<file path="config.mk">
export PLATFORM = sky130hd
export DESIGN_NAME = cpt4_comparator
export DESIGN_NICKNAME = d
export VERILOG_FILES = /design/src/rtl/cpt4_comparator.sv
export SDC_FILE = /design/constraint.sdc
export NUM_CORES = 1
export LEC_CHECK = 0
export ABC_AREA = 1
export ABC_CLOCK_PERIOD_IN_PS = 1240
export CAP_MARGIN = 0
export CORE_AREA = 5 5 42 44
export CTS_BUF_LIST = sky130_fd_sc_hd__clkbuf_4
export CTS_CLUSTER_SIZE = 10
export DETAILED_ROUTE_END_ITERATION = 8
export DIE_AREA = 0 0 47 49
export SETUP_SLACK_MARGIN = 0.2
export SLEW_MARGIN = 20
export SYNTH_ARGS = -nofsm -noshare
export SYNTH_HDL_FRONTEND = slang
export SYNTH_SLANG_ARGS = --single-unit
</file>
<file path="constraint.sdc">
create_clock -name clk -period 1.24 [get_ports clk]
set_clock_uncertainty 0.05 [all_clocks]
set_input_delay 0.31 -clock clk [delete_from_list [all_inputs] [get_ports clk]]
set_output_delay 0.31 -clock clk [all_outputs]
set_load 0.01 [all_outputs]
</file>
<file path="src/rtl/cpt4_comparator.sv">
// cpt4_comparator: registered WIDTH-bit magnitude compare, 1-cycle latency (clk, rst_n async low, in_valid, A, B -> out_valid, Y=gt, gt, eq, lt); CPT4_CASCADE_EN adds casc_gt/casc_eq/casc_lt slice chaining
module cpt4_comparator #(
  parameter int WIDTH  = 4,
  parameter int SIGNED = 0
) (
  input  logic             clk,
  input  logic             rst_n,
  input  logic             in_valid,
  input  logic [WIDTH-1:0] A,
  input  logic [WIDTH-1:0] B,
`ifdef CPT4_CASCADE_EN
  input  logic             casc_gt,
  input  logic             casc_eq,
  input  logic             casc_lt,
`endif
  output logic             out_valid,
  output logic             Y,
  output logic             gt,
  output logic             eq,
  output logic             lt
);
  localparam bit SX = (SIGNED != 0);
  logic signed [WIDTH:0] a_x, b_x;
  logic local_gt, local_eq, cmp_gt, cmp_eq, cmp_lt;
  logic out_valid_d, gt_d, eq_d, lt_d;
  logic out_valid_q, gt_q, eq_q, lt_q;
  assign a_x = {SX & A[WIDTH-1], A};
  assign b_x = {SX & B[WIDTH-1], B};
  always_comb begin
    local_gt = a_x > b_x;
    local_eq = A == B;
`ifdef CPT4_CASCADE_EN
    cmp_gt = local_eq ? casc_gt : local_gt;
    cmp_eq = local_eq ? casc_eq : 1'b0;
    cmp_lt = local_eq ? casc_lt : !local_gt;
`else
    cmp_gt = local_gt;
    cmp_eq = local_eq;
    cmp_lt = !local_gt && !local_eq;
`endif
    out_valid_d = in_valid;
    gt_d = in_valid ? cmp_gt : gt_q;
    eq_d = in_valid ? cmp_eq : eq_q;
    lt_d = in_valid ? cmp_lt : lt_q;
  end
  always_ff @(posedge clk or negedge rst_n) begin
    if (!rst_n) begin
      out_valid_q <= 1'b0;
      gt_q <= 1'b0;
      eq_q <= 1'b0;
      lt_q <= 1'b0;
    end else begin
      out_valid_q <= out_valid_d;
      gt_q <= gt_d;
      eq_q <= eq_d;
      lt_q <= lt_d;
    end
  end
  assign out_valid = out_valid_q;
  assign Y = gt_q;
  assign gt = gt_q;
  assign eq = eq_q;
  assign lt = lt_q;
endmodule

</file>
==> metrics.md, run 1 <==
| Metric | Value |
|---|---|
| Worst path cell trace | buf_2 |
| Full die area | 2300 sq um |
| Ratio of cells with drive above 1 in the final layout | 0.649 |
| Row count | 14 |
| WP data arrival | 0.75 ns |
| Async SR Flop Fraction | 1.00 |
| Most numerous cell in the Yosys netlist | nand2_1 |
| Inserted Diodes | 0 |
| Core area | 1400 sq um |
| CP delay by family, top | flip-flops |
| GRT Total Usage | 0.0585 |
| Critical path peak fanout | 3 |
| Post-synth EDFFs | 0 |
| Number of hold buffers added after CTS | 0 |
| Layout area overhead | 102% |
| GPL Wtd Cong | 0.591 |
| Largest net degree at the start of global routing | 5 |
| Worst Slack Setup Final | 0.133 ns |
| Synth Net Count | 49 |
| Setup TNS | 0 ns |
| TritonRoute pass-1 iters | 2 |
| Clock slew at reported path FFs | 0.04 ns |
| Max Fclk | 904 MHz |
| R2R Setup Slk | 0.33 ns |
| Kind of critical path | flop to primary output |
| Post-DRT Antenna Nets | 0 |
| Port Buf Inserts | 15 |
| Commonest cells post-synth | 10 x nand2_1, 7 x inv_1, 4 x dfrtp_1, 4 x ha_1 |
| Ports | 16 |
| Relative slew slack | 0.874 |
| Min Clock Period, post-route | 1.11 ns |
| Clock Sink Count | 4 |
| Sequential area share after synthesis | 0.383 |
| Initial Util | 0.187 |
| Die W | 47 microns |
| Dominant synthesized flop cell | dfrtp_1 |
| Cells after Synth | 34 |
| Drt via density | 3.85 |
| Total grt overflow | 0 |
| First-pass GRT wire length | 834 microns |
| Final wirelength | 570 microns |
| Total chip power | 487 uW |
| Post-DP HPWL | 482 microns |
| DIE HEIGHT | 49 microns |
| Routed len/inst | 7.81 microns |
| Clk Latency, worst-skew pair | 0.23 ns |
| Cell at the slowest stage of the critical path | dfrtp_1 |
| Setup-failing EPs final | 0 |
| DR iter-0 viols | 2 |
| #FFs+latches synth | 4 |
| Final #Nets | 74 |
| Netlist cell types | 11 |
| Area contributors post-synth | dfrtp_1 38%, ha_1 19%, nand2_1 14% |
| Synth Cell Area | 262 sq um |
| Total CTS buffers | 3 |
| CTS Buffer Depth | 2 |
| Max-slew violation total from the final report | 0 |
| Htree depth | 1 |
| Max VDD drop | 0.284 mV |
| Worst Path Required | 0.88 ns |
| Critical path endpoint category | primary output |
| Least-Margin Pin Slew | 0.188 ns |
| DRC viols | 0 |
| Placed cell area | 515 sq um |
| Yosys warns | 0 |
| Critical path startpoint category | flop |
| Min-delay worst type | input port to async pin |
| Lkg Pwr | 0.000282 uW |
| Avg Cell Area, Syn | 7.69 sq um |
| Endpoints failing hold | 0 |
| Power per cell area | 922 nW/um^2 |
| CP peak stage delay | 0.37 ns |
| Yosys top cell by area | dfrtp_1 |
| RSZ-0062 raised after global routing | true |
| CTS root buf | clkbuf_4 |
| CTS tree | yes |
| Vias post-DR | 281 |
| Post-route cell area | 528 sq um |
| Buf/Inv on CP | 1 |
| Area share of the largest cell type after synthesis | 0.383 |
| Period utilization | 0.893 |
| Setup WS pre-CTS | -0.498 ns |
| Max-Cap Viols | 0 |
| Initial antenna violation count | 0 |
| Status | finished clean |
| Vias in the first global route | 224 |
==> sequential cells by signal (all words and copies together) (netlist names) <==
name,flops
lt,1
Y,1
out_valid,1
eq,1
==> cells by family (layout without fill, tap and decap cells) <==
kind of cell,Yosys count,in the layout,share of synthesized area
AND/OR/NAND/NOR,16,16,0.263
flip-flops,4,4,0.383
buffers and inverters,9,32,0.144
AO/OA/AOI/OAI,1,1,0.0191
adder cells (fa/ha/maj),4,4,0.191
==> what timing repair did <==
action / in CTS / in global routing
cloned: 0 / 0
buffers inserted: 2 / 2
setup endpoints to repair: 8 / 8
pin swaps: 4 / 3
gates resized for setup: 41 / 11
==> cell type report <==
| class | count | area, sq um |
|---|---|---|
| flip-flops and latches | 4 | 100 |
| repair buffers | 21 | 138 |
| multi-input cells | 21 | 198 |
| fillers | 166 | 873 |
| well taps | 16 | 20.0 |
| clock buffers | 3 | 22.5 |
| inverters | 8 | 50.0 |
==> layout by cell type, fill, tap and decap left out, drive strengths merged <==
master / count
clkdlybuf4s15: 1
a21oi: 1
dfrtp: 4
inv: 8
buf: 14
dlymetal6s2s: 1
nor2: 4
nand2: 11
clkdlybuf4s50: 1
nand3: 1
ha: 4
clkbuf: 7
==> stage by stage <==
stage               hold WS (ns)  cells  utilization
floorplan                -0.0356     34            -
global placement           0.413     66        0.368
detailed placement         0.413     66        0.368
CTS                        0.231     71        0.371
global route               0.232     73        0.377
finish                     0.234     73        0.377
==> final timing paths <==
check / startpoint / cells past startpoint / endpoint
worst max-delay path: Y / 1 / Y
worst min-delay path: rst_n / 1 / out_valid
worst max register to register: eq / 4 / eq
worst min register to register: lt / 3 / lt
max in group asynchronous: rst_n / 1 / lt
min in group clk: in_valid / 2 / out_valid
==> where the power goes <==
group          leakage (uW)  switching [uW]  internal, uW
Combinational      0.000219            82.2          96.0
Sequential        0.0000486            6.42           146
Clock             0.0000138            48.6           108
==> routing by layer <==
metal | track usage | vias up | part of all wire
li1 | - | 146 | -
met1 | 0.0530 | 119 | 0.36
met2 | 0.0724 | 14 | 0.46
met3 | 0.0221 | 2 | 0.14
met4 | 0.0968 | 0 | 0.037
met5 | 0 | - | 0
(Power assumes the default switching activity.)
==> run 2: changes to the inputs <==
Settings changed: RECOVER_POWER from default to 100.
==> run 2 against run 1 <==
Effect of this change: clock power is essentially flat; die area unchanged; utilization fell by 2.1 points; via count is the same; worst hold slack better by 0.070 ns; sequential share of layout area grew 1.1 points; global-route usage unchanged; critical path depth is 6 higher; total power decreased by 2.7%; critical endpoint is now lt; first-iteration DRC count fell by 100%; maximum frequency fell by 0.35%; cell count unchanged.
==> metrics.md, run 2 (synthesis results as in run 1) <==
| Metric | Value |
|---|---|
| Port Buf Inserts | 15 |
| Clock Sink Count | 4 |
| Critical path endpoint category | flop |
| Initial Util | 0.187 |
| Max Fclk | 900 MHz |
| Placed cell area | 515 sq um |
| Clk Latency, worst-skew pair | 0.23 ns |
| Final wirelength | 585 microns |
| Endpoints failing hold | 0 |
| DR iter-0 viols | 0 |
| Period utilization | 0.896 |
| Vias post-DR | 281 |
| Inserted Diodes | 0 |
| TritonRoute pass-1 iters | 1 |
| Storage element area | 100 sq um |
| CTS tree | yes |
| Ratio of cells with drive above 1 in the final layout | 0.526 |
| Ports | 16 |
| Placed cells | 66 |
| Drt via density | 3.85 |
| Htree depth | 1 |
| First-pass GRT wire length | 834 microns |
| Area of the multi-input gates | 178 sq um |
| Most common cell after layout, fill and taps aside | nand2_1 |
| Kind of critical path | input port to flop |
| Post-DRT Antenna Nets | 0 |
| Largest net degree at the start of global routing | 5 |
| Die W | 47 microns |
| Layout fillers | 174 |
| Power per cell area | 949 nW/um^2 |
| Critical path startpoint category | input port |
| Core area | 1400 sq um |
| DIE HEIGHT | 49 microns |
| Max-slew violation total from the final report | 0 |
| Worst Path Required | 1.31 ns |
| Min Clock Period, post-route | 1.11 ns |
| Max VDD drop | 0.261 mV |
| DRC viols | 0 |
| Setup-failing EPs final | 0 |
| GRT Total Usage | 0.0585 |
| Status | finished clean |
| Lkg Pwr | 0.000257 uW |
| Post-DP HPWL | 482 microns |
| Max-Cap Viols | 0 |
| Total grt overflow | 0 |
| Layout area overhead | 90.9% |
| CTS Buffer Depth | 2 |
| Final core utilization | 0.356 |
| CTS root buf | clkbuf_4 |
| Row count | 14 |
| Routed len/inst | 8.01 microns |
| GPL Wtd Cong | 0.591 |
| Critical path peak fanout | 3 |
| Initial antenna violation count | 0 |
| Clock slew at reported path FFs | 0.04 ns |
| Post-route cell area | 499 sq um |
| Total chip power | 474 uW |
| Final #Nets | 74 |
| Least-Margin Pin Slew | 0.205 ns |
| RSZ-0062 raised after global routing | true |
| WP data arrival | 1.18 ns |
| Total CTS buffers | 3 |
| Vias in the first global route | 224 |
| Final cell count without fillers | 73 |
| Most frequent cells in the layout | 8 x nand2_1, 6 x buf_4, 5 x clkbuf_1 |
| Min-delay worst type | input port to async pin |
| Full die area | 2300 sq um |
| Relative slew slack | 0.863 |
-- run 2: final timing paths --
path	startpoint	to	slack [ns]	cells past startpoint
setup / recovery	A[2]	lt	0.13	7
min in group clk	A[3]	lt	0.43	5
max in group asynchronous	rst_n	lt	0.67	1
setup reg to reg	eq	eq	0.33	4
hold / removal	rst_n	out_valid	0.30	1
hold reg to reg	lt	lt	0.50	3
-- run 2: report_power, final --
group	switching, uW	internal (uW)	leakage, uW
sequential	7.29	146	0.0000486
clock	49.3	108	0.0000138
combinational	77.5	85.9	0.000195
-- run 2: repair_timing --
item / 4_1_cts / 5_1_grt
cloned: 0 / 0
pin swaps: 4 / 3
hold buffers: 0 / 0
setup endpoints to repair: 8 / 8
resized for setup: 41 / 11
setup buffers: 2 / 2
-- run 2: stage by stage --
| stage | TNS [ns] | hold slack [ns] | setup slack, ns |
|---|---|---|---|
| 6_report | 0 | 0.303 | 0.129 |
| 5_1_grt | 0 | 0.302 | 0.0853 |
| 4_1_cts | 0 | 0.231 | 0.110 |
| 3_5_place_dp | -1.42 | 0.413 | -0.498 |
| 3_3_place_gp | -1.37 | 0.413 | -0.485 |
| 2_1_floorplan | 0 | -0.0356 | 0.196 |
-- run 2: area by class of cell --
cell class / instances / area share
repair buffers: 21 / 0.258
clock buffers: 3 / 0.0451
inverters: 8 / 0.100
flip-flops and latches: 4 / 0.201
multi-input cells: 21 / 0.356
well taps: 16 / 0.0401
-- run 2: routing by layer --
layer,track usage,part of all wire
met2,0.0724,0.46
met3,0.0221,0.14
met4,0.0968,0.034
met5,0,0
met1,0.0530,0.37
-- run 2: critical path, stage by stage --
cell	delay, ns
clkdlybuf4s15_1	0.16
ha_1	0.31
nand2_4	0.06
nor2_1	0.17
nor2_4	0.05
nand3_1	0.06
nand2_1	0.05
